**src/rtl/writeback_unit.sv**
```systemverilog
// RV32I writeback stage: retires one instruction per cycle into the register file,
// holding loads until the data-memory response and extracting/extending the result.
module writeback_unit #(
   parameter int XLEN = 32
) (
   input  logic            clk,
   input  logic            rst_n,
   input  logic            ex_valid,
   output logic            ex_ready,
   input  logic            ex_wen,
   input  logic [4:0]      ex_rd,
   input  logic [XLEN-1:0] ex_result,
   input  logic            ex_is_load,
   input  logic [2:0]      ex_funct3,
   input  logic            mem_rsp_valid,
   input  logic [XLEN-1:0] mem_rdata,
   output logic            rf_wen,
   output logic [4:0]      rf_rd,
   output logic [XLEN-1:0] rf_wdata,
   output logic            busy,
   output logic [31:0]     instret
);

   typedef enum logic [1:0] {
      IDLE     = 2'd0,
      WAIT_MEM = 2'd1,
      COMMIT   = 2'd2
   } state_e;

   state_e          state_q;
   logic            wen_q;
   logic [4:0]      rd_q;
   logic [2:0]      f3_q;
   logic [1:0]      off_q;
   logic            rf_wen_q;
   logic [4:0]      rf_rd_q;
   logic [XLEN-1:0] rf_wdata_q;
   logic            busy_q;
   logic [31:0]     instret_q;
   logic            xfer;
   logic [XLEN-1:0] load_d;

   function automatic logic [XLEN-1:0] extract(
      input logic [2:0]      f3,
      input logic [1:0]      off,
      input logic [XLEN-1:0] w
   );
      logic [7:0]  b;
      logic [15:0] h;
      logic [XLEN-1:0] r;
      case (off)
         2'd0:    b = w[7:0];
         2'd1:    b = w[15:8];
         2'd2:    b = w[23:16];
         default: b = w[31:24];
      endcase
      h = off[1] ? w[31:16] : w[15:0];
      case (f3)
         3'b000:  r = {{(XLEN-8){b[7]}}, b};
         3'b001:  r = {{(XLEN-16){h[15]}}, h};
         3'b100:  r = {{(XLEN-8){1'b0}}, b};
         3'b101:  r = {{(XLEN-16){1'b0}}, h};
         default: r = w;
      endcase
      return r;
   endfunction

   assign ex_ready = (state_q != WAIT_MEM);
   assign xfer     = ex_valid & ex_ready;
   assign load_d   = extract(f3_q, off_q, mem_rdata);

   assign rf_wen   = rf_wen_q;
   assign rf_rd    = rf_rd_q;
   assign rf_wdata = rf_wdata_q;
   assign busy     = busy_q;
   assign instret  = instret_q;

   always_ff @(posedge clk or negedge rst_n) begin
      if (!rst_n) begin
         state_q    <= IDLE;
         wen_q      <= 1'b0;
         rd_q       <= '0;
         f3_q       <= '0;
         off_q      <= '0;
         rf_wen_q   <= 1'b0;
         rf_rd_q    <= '0;
         rf_wdata_q <= '0;
         busy_q     <= 1'b0;
         instret_q  <= '0;
      end else begin
         // Every cycle spent in COMMIT retires exactly one instruction.
         if (state_q == COMMIT)
            instret_q <= instret_q + 32'd1;
         case (state_q)
            WAIT_MEM: begin
               if (mem_rsp_valid) begin
                  state_q    <= COMMIT;
                  busy_q     <= 1'b0;
                  rf_wen_q   <= wen_q & (rd_q != 5'd0);
                  rf_rd_q    <= rd_q;
                  rf_wdata_q <= load_d;
               end
            end
            default: begin
               if (xfer && ex_is_load) begin
                  state_q  <= WAIT_MEM;
                  busy_q   <= 1'b1;
                  rf_wen_q <= 1'b0;
                  wen_q    <= ex_wen;
                  rd_q     <= ex_rd;
                  f3_q     <= ex_funct3;
                  off_q    <= ex_result[1:0];
               end else if (xfer) begin
                  state_q    <= COMMIT;
                  rf_wen_q   <= ex_wen & (ex_rd != 5'd0);
                  rf_rd_q    <= ex_rd;
                  rf_wdata_q <= ex_result;
               end else begin
                  state_q  <= IDLE;
                  rf_wen_q <= 1'b0;
               end
            end
         endcase
      end
   end

endmodule
```
**config.mk**
```make
export PLATFORM = sky130hd
export DESIGN_NAME = writeback_unit
export DESIGN_NICKNAME = d
export VERILOG_FILES = /design/src/rtl/writeback_unit.sv
export SDC_FILE = /design/constraint.sdc
export NUM_CORES = 1
export LEC_CHECK = 0
export BUFFER_PORTS_ARGS = -buffer_cell sky130_fd_sc_hd__buf_2
export CAP_MARGIN = 20
export CORE_ASPECT_RATIO = 0.8
export CORE_MARGIN = 5
export CORE_UTILIZATION = 30
export DETAILED_ROUTE_END_ITERATION = 16
export GPL_TIMING_DRIVEN = 0
export PLACE_DENSITY = 0.48
export SLEW_MARGIN = 40
export SYNTH_ARGS = -nofsm -noshare
export SYNTH_HDL_FRONTEND = slang
export SYNTH_SLANG_ARGS = --single-unit
```
**constraint.sdc**
```tcl
create_clock -name clk -period 2.4 [get_ports clk]
set_clock_uncertainty 0.15 [all_clocks]
set_input_delay 0.48 -clock clk [delete_from_list [all_inputs] [get_ports clk]]
set_output_delay 0.48 -clock clk [all_outputs]
set_load 0.005 [all_outputs]
```
==> metrics.csv, run 1 <==
metric,value,unit
synth_common_cells,"dfrtp_1 (84), nor2_1 (56), nand2_1 (44)",
dpl_cell_area,5410,um2
ir_worst_vdd,0.326,mV
synthAdderAreaFrac,0.00285,
layout.cells.non_filler,789,
portBuffers,149,
period_needed,2.25,ns
critPathRequiredTime,1.77,ns
max_cap_violations,0,
grt-ovfl-total,0,
grt_pass1_vias,3978,
viasPerCell,5.04,
wl_per_cell,18.2,um
cpMostUsedCell,buf_2,
yosysSeqAreaShare,0.478,
cp-end-kind,output port,
clock_sinks,84,
synth-xor-area-share,0.0618,
synth_most_common_cell,dfrtp_1,
internal-power,3.05,mW
holdCritPathClass,input port to register,
p_sw_frac,0.328,
ios,150,
synthMuxAreaShare,0.0706,
nNetsFinal,679,
worst_pin_slew,0.700,ns
route.vias.total,3974,
grt_pass1_wl,22.9,mm
slowest_delay,0.42,ns
cts_root_buf,clkbuf_16,
yosysWarnings,0,
start_util,0.306,
clk_latency,0.35,ns
antenna_left,0,
start_kind,register,
rr_worst_depth,6,
synth_top_family_by_area,simple AND/OR/NAND/NOR gates,
timing.final.crit_share,0.937,
crit_path_max_fanout,16,
ys_async_sr_fraction,1.00,
antenna_found_initial,0,
synth_cell_type_count,45,
rows,39,
dieArea,17200,um2
grt.total_usage,0.167,
first_pass_iters,5,
critPathLaunch,state_q[0],
syn_area,4400,um2
dp_hpwl,10.9,mm
power_frac_seq,0.418,
remaining_drc_errors,0,
p_per_area,797,nW/um2
die_h,118,um
p_switching,1.49,mW
syn_inst,439,
synth-compound-area-share,0.150,
cts_tree,built,
grt_start_max_net_pins,53,
reg2reg_to,rf_wdata[25],
crit_end,ex_ready,
totalWireLength,14.4,mm
r2r_start,state_q[0],
synth_top_area_cell,dfrtp_1,
synth_edf_count,0,
worstPathArrival,1.62,ns
crit_type,register to output port,
p_leak,2.62,nW
die_x,145,um
cts.path.max_buffers,2,
slowest_stage,dfrtp_1,
outcome,"complete, no violations",
numCtsBuffers,9,
pwr-share-clk,0.286,
synthTopCellsByArea,"dfrtp_1 (48%), mux2_2 (5.6%), xnor2_1 (5.4%), nor2_1 (4.8%), nand2_1 (3.8%)",
gp_congestion,0.811,
dp_cells,773,
setup_viol,0,
finalHoldViolCount,0,
max_slew_margin,0.529,
drv_slew,0,
yosysTopAreaCellShare,0.478,
clock.fmax,0.445,GHz
yosys.area_share.simple,0.196,
syn_nets,518,
post-cts-setup-buffers,0,
synth-seq-cells,84,
diodes,0,
drt_iter0_markers,247,
htree_levels,3,
r2r_setup_slack,0.19,ns
syn2layout_area_growth,29.7,%
pwr-share-comb,0.296,
clk_pin_slew,0.07,ns
drive_gt1_frac,0.360,
core_area,14300,um2
avgSynthCellArea,10.0,um2
path_cells,nor2b_1 > buf_2 > inv_2 > buf_2,
fin_area,5700,um2
ys.flop_type,dfrtp_1,
metrics by stage:
stage | hold WS, ns | worst slack (ns) | setup TNS, ns | power (mW) | utilization
floorplan | 0.0344 | 0.533 | 0 | 2.65 | -
global placement | 0.306 | -0.104 | -7.96 | 3.24 | 0.374
detailed placement | 0.245 | 0.161 | 0 | 3.27 | 0.377
CTS | 0.212 | 0.0523 | 0 | 4.60 | 0.397
global route | 0.229 | -0.00129 | -0.00129 | 4.85 | 0.397
finish | 0.226 | 0.152 | 0 | 4.54 | 0.397
power by group through the flow:
stage | combinational [mW] | clock [mW] | sequential [mW]
6_report | 1.34 | 1.30 | 1.90
2_1_floorplan | 0.737 | 0 | 1.92
3_5_place_dp | 1.34 | 0 | 1.93
4_1_cts | 1.35 | 1.35 | 1.90
3_3_place_gp | 1.33 | 0 | 1.92
5_1_grt | 1.50 | 1.41 | 1.95
placed cells by master (no fill, tap or decap), types with 2 or more instances in the layout:
cell type and n:
nor3b_1 2, and4_1 4, a31oi_1 11, nand3_1 19
o221ai_1 5, clkinvlp_4 2, and3b_1 4, clkbuf_2 3
dfrtp_1 84, o22a_1 8, nor2_1 56, a21oi_1 19
nand4_1 12, buf_6 2, buf_2 154, mux2_2 22
inv_1 10, a221oi_1 6, o221a_2 2, and3_1 3
nand2b_1 6, clkbuf_1 17, xor2_1 4, mux2i_1 4
nor2b_1 11, clkbuf_16 9, nand2_1 44, o22ai_1 2
clkinv_2 2, xnor2_1 27, or3_1 2, nor4_1 4
nand4b_1 2, o21ai_0 13, a221oi_2 10
registers in the layout, summed over array words and instances, names as in the netlist:
name,count
rf_wdata,32
off_q,2
instret,32
state_q,2
rd_q,5
f3_q,3
busy,1
rf_rd,5
wen_q,1
rf_wen,1
area by class of cell:
cell class              count  area [um2]
fillers                  1482        8650
multi-input cells         316        2130
flip-flops and latches     84        2100
repair buffers            151         790
clock buffers              12         246
well taps                 184         230
plain buffers              27         140
inverters                  11        41.3
clock inverters             4        25.0
critical path, delay by kind of cell (launching register included):
| kind | cells | cell delay (ns) |
|---|---|---|
| flops | 1 | 0.42 |
| simple gates | 1 | 0.14 |
| buf+inv | 3 | 0.71 |
worst min path at each step:
stage | startpoint | endpoint | slack (ns) | depth (start not counted)
finish | ex_result[0] | off_q[0] | 0.23 | 2
global route | ex_result[0] | off_q[0] | 0.23 | 2
CTS | ex_result[0] | off_q[0] | 0.21 | 2
detailed placement | rst_n | rf_wdata[31] | 0.24 | 1
global placement | instret[31] | instret[31] | 0.31 | 1
floorplan | rst_n | busy | 0.03 | 0
metal layers:
layer,share of wire,GRT usage,vias to the layer above
met5,0,0,-
met4,0.018,0.0425,0
met3,0.061,0.0486,16
met2,0.42,0.232,140
met1,0.50,0.252,1922
li1,-,-,1896
cell families (layout without fill, tap and decap cells):
family / Yosys count / in the layout
buf+inv: 39 / 205
fa+ha+maj: 1 / 1
xor+xnor: 31 / 31
flops: 84 / 84
simple gates: 175 / 175
compound gates: 82 / 82
mux: 27 / 27
timing repair:
item | 4_1_cts | 5_1_grt
hold buffers | 1 | 0
cloned | 0 | 0
pin swaps | 0 | 0
endpoints found under the setup margin | 1 | 13
hold endpoints to repair | 32 | 0
resized for setup | 0 | 8
Power figures use the tool's default switching activity.
==> inputs of run 2 (changes only) <==
Settings changed: CORE_MARGIN 5 to 2.
==> run 2 against run 1 <==
Worst hold slack improved by 0.0031 ns. First-iteration DRC count fell by 2.0%. Power shrank 0.15%. Global-route usage increased by 1.8 points. Combinational power is essentially flat. Clock power about the same. Clock-buffer cell count is 1 lower. Register-to-register slack got worse by 0.05 ns. Sequential power about the same. Critical path depth up 2. Via count is 0.81% lower. Die area fell by 9.0%. Largest cell class unchanged. Largest power group unchanged.
==> metrics.csv, run 2 (synthesized netlist as in run 1, its figures left out) <==
metric,value,unit
r2r_start,state_q[0],
remaining_drc_errors,0,
crit_type,register to register,
antenna_found_initial,1,
hold_path_end,off_q[0],
pwr-share-clk,0.286,
worst_pin_slew,0.738,ns
slowest_delay,0.42,ns
max_cap_violations,0,
dieArea,15600,um2
rows,39,
power_frac_seq,0.420,
cts_tree,built,
core_area,14300,um2
totalWireLength,14.1,mm
grt_pass1_wl,22.2,mm
p_switching,1.49,mW
wl_per_cell,17.8,um
grt.total_usage,0.184,
reg2reg_to,f3_q[1],
clock.fmax,0.443,GHz
worstPathArrival,2.34,ns
clk_pin_slew,0.06,ns
route.vias.total,3942,
layout.cells.non_filler,790,
cts.path.max_buffers,2,
die_x,139,um
dp_cells,773,
portBuffers,149,
grt_pass1_vias,3915,
layout_common_cells,"buf_2 (155), dfrtp_1 (84), nor2_1 (56)",
holdPathStages,2,
grt_start_max_net_pins,47,
cpMostUsedCell,buf_2,
drive_gt1_frac,0.360,
start_kind,register,
grt-ovfl-total,0,
cp-end-kind,register,
cp_num_buf_inv,3,
drv_slew,0,
slowest_stage,dfrtp_1,
gp_congestion,0.787,
ir_worst_vdd,0.328,mV
die_h,112,um
rr_worst_depth,6,
internal-power,3.04,mW
htree_levels,3,
crit_path_max_fanout,16,
rsz0062_at_grt,no,
outcome,"complete, no violations",
max_slew_margin,0.503,
cpLargestDelayFamily,buffers and inverters,
holdCritPathClass,input port to register,
critPathRequiredTime,2.48,ns
start_util,0.308,
period_needed,2.26,ns
drt_iter0_markers,242,
pwr-share-comb,0.294,
clk_latency,0.35,ns
viasPerCell,4.99,
dp_slack,0.120,ns
numCtsBuffers,9,
p_per_area,796,nW/um2
path_cells,nor2b_1 > buf_2 > inv_2 > nand3_1 > buf_2 > mux2_2,
hold_start,ex_result[0],
p_sw_frac,0.328,
layout_setup_ws,0.144,ns
first_pass_iters,4,
antenna_left,0,
clock_sinks,84,
setup_viol,0,
ios,150,
dp_hpwl,10.7,mm
nNetsFinal,679,
cts_root_buf,clkbuf_16,
syn2layout_area_growth,29.5,%
p_leak,2.62,nW
finalHoldViolCount,0,
timing.final.crit_share,0.940,
final_common_cell,buf_2,
r2r_setup_slack,0.14,ns
## run 2: changes by cell type in the layout (fill, tap and decap cells not counted), sizes merged
| cell | before | now |
|---|---|---|
| clkinv | 2 | 4 |
| buf | 158 | 159 |
| clkbuf | 31 | 29 |
| clkinvlp | 2 | 1 |
| diode | 0 | 1 |
## run 2: final cells by class
cell class	count	area (um2)
fillers	1467	8600
multi-input cells	316	2120
flip-flops and latches	84	2100
repair buffers	151	790
clock buffers	11	243
well taps	184	230
plain buffers	27	138
inverters	11	41.3
clock inverters	5	27.5
diodes	1	2.50
## run 2: power by group through the flow
stage / Sequential, mW / Clock, mW / Combinational [mW]
after floorplan: 1.92 / 0 / 0.737
after global placement: 1.92 / 0 / 1.31
after detailed placement: 1.93 / 0 / 1.34
after CTS: 1.91 / 1.34 / 1.34
after global routing: 1.94 / 1.39 / 1.47
final: 1.90 / 1.30 / 1.33
## run 2: per-stage QoR
stage | hold slack [ns] | util | total power [mW] | area, um2 | setup TNS, ns
5_1_grt | 0.215 | 0.398 | 4.81 | 5690 | 0
4_1_cts | 0.215 | 0.398 | 4.60 | 5690 | 0
2_1_floorplan | 0.0344 | - | 2.65 | 4400 | 0
3_5_place_dp | 0.273 | 0.378 | 3.27 | 5410 | 0
3_3_place_gp | 0.311 | 0.376 | 3.23 | 5370 | -11.18
6_report | 0.229 | 0.398 | 4.53 | 5690 | 0
## run 2: worst max path at each step
stage	start	endpoint	slack, ns	cells past startpoint
floorplan	off_q[1]	rf_wdata[22]	0.53	6
global route	state_q[0]	off_q[0]	0.004	6
global placement	rst_n	instret[30]	-0.14	1
finish	state_q[0]	f3_q[1]	0.14	6
CTS	state_q[0]	rf_wdata[10]	0.02	7
detailed placement	state_q[0]	rf_wdata[2]	0.12	6
## run 2: timing repair
| item | CTS | global route |
|---|---|---|
| hold buffers | 1 | 0 |
| setup buffers | 0 | 0 |
| endpoints found under the hold margin | 38 | 0 |
| endpoints found under the setup margin | 1 | 7 |
| resized for setup | 0 | 6 |
## run 2: layer usage
layer,track usage,routed length [um]
met5,0,0
met4,0.0653,213
met3,0.0392,769
met2,0.264,6160
met1,0.275,6960
==> inputs of run 3 (changes only) <==
Clock period 2.4 ns to 2.2 ns, I/O delays scaled along.
==> run 3 against run 2 <==
Clock power is 9% higher. First-iteration DRC count is 3.7% lower. Flip-flop and latch count stayed put. Routed wire length is 0.18% higher. Core utilization is 0.32 points higher. Sequential power is 9% higher. Die area stayed put. Design area is 0.81% higher. Non-clock buffer count is 2 higher. Register-to-register slack worse by 0.03 ns. Cell count is 0.25% higher. Critical path depth is 1 lower. Largest power group unchanged.
==> metrics.csv, run 3 (synthesized netlist as in run 1, its figures left out) <==
metric,value,unit
outcome,"complete, no violations",
core_area,14300,um2
rsz0062_at_grt,no,
cpLargestDelayFamily,buffers and inverters,
max_cap_violations,0,
grt_start_max_net_pins,47,
slowest_stage,dfrtp_1,
htree_levels,3,
totalWireLength,14.1,mm
p_leak,2.65,nW
die_h,112,um
antenna_left,0,
grt.total_usage,0.185,
dp_cells,773,
first_pass_iters,4,
cts_tree,built,
critPathRequiredTime,1.61,ns
ir_worst_vdd,0.360,mV
p_per_area,866,nW/um2
clock.fmax,0.475,GHz
start_util,0.308,
setup_viol,0,
start_kind,register,
layout.cells.non_filler,792,
grt-ovfl-total,0,
dp_hpwl,10.7,mm
slowest_delay,0.42,ns
max_slew_margin,0.631,
crit_path_max_fanout,10,
route.vias.total,3949,
dpl_cell_area,5410,um2
worstPathArrival,1.51,ns
wl_per_cell,17.8,um
path_cells,nor2b_1 > buf_6 > inv_4 > clkbuf_8 > buf_2,
grt_pass1_vias,3926,
dp_slack,-0.0799,ns
remaining_drc_errors,0,
drt_iter0_markers,233,
cts.path.max_buffers,2,
layout_common_cells,"buf_2 (154), dfrtp_1 (84), nor2_1 (56)",
nNetsFinal,681,
numCtsBuffers,9,
timing.final.crit_share,0.956,
clk_latency,0.35,ns
gp_congestion,0.787,
clock_sinks,84,
cp_num_buf_inv,4,
dieArea,15600,um2
r2r_setup_slack,0.11,ns
ios,150,
crit_type,register to output port,
finalHoldViolCount,0,
viasPerCell,4.99,
holdCritPathClass,input port to register,
cts_root_buf,clkbuf_16,
drv_slew,0,
die_x,139,um
antenna_found_initial,1,
period_needed,2.10,ns
cp-end-kind,output port,
fin_area,5740,um2
portBuffers,149,
clk_pin_slew,0.06,ns
rows,39,
drive_gt1_frac,0.374,
grt_pass1_wl,22.2,mm
worst_pin_slew,0.550,ns
syn2layout_area_growth,30.6,%
final_common_cell,buf_2,
layout_setup_ws,0.0959,ns
==> run 3: power breakdown <==
| group | switching [mW] | internal, mW |
|---|---|---|
| sequential | 0.224 | 1.86 |
| combinational | 0.782 | 0.694 |
| clock | 0.630 | 0.788 |
| total | 1.64 | 3.34 |
==> run 3: what timing repair did <==
action,in CTS,in global routing
setup buffers,0,1
pin swaps,0,1
hold endpoints to repair,38,0
hold buffers,1,0
gates resized for setup,9,11
setup endpoints to repair,23,30
==> run 3: layer usage <==
layer  GRT usage  up-vias  wire length [um]
met1       0.274     1925              6960
met2       0.265      106              6250
met3      0.0392       12               717
met5           0        -                 0
met4      0.0653        0               194
li1            -     1906                 -
==> run 3: cell type report <==
type                       instances  area, um2
antenna                            1       2.50
buffer                            28        164
clock buffer                      11        243
clock inverter                     5       27.5
fill                            1462       8560
inverter                          11       43.8
multi-input combinational        316       2130
sequential                        84       2100
tap                              184        230
timing repair buffer             152        797
==> run 3: final timing paths <==
check,from,endpoint,depth (start not counted)
max,state_q[0],ex_ready,5
min,ex_result[0],off_q[0],2
max reg2reg,instret[3],instret[21],5
min reg2reg,instret[31],instret[31],1
max in group asynchronous,rst_n,instret[23],3
min in group asynchronous,rst_n,rf_wdata[29],2
==> run 3: metrics by stage <==
stage	utilization	power [mW]	setup TNS [ns]	hold WS, ns
after floorplan	-	2.89	0	-0.00559
after global placement	0.376	3.52	-25.42	0.311
after detailed placement	0.378	3.57	-0.413	0.233
after CTS	0.399	5.02	0	0.175
after global routing	0.402	5.26	0	0.175
final	0.402	4.97	0	0.190
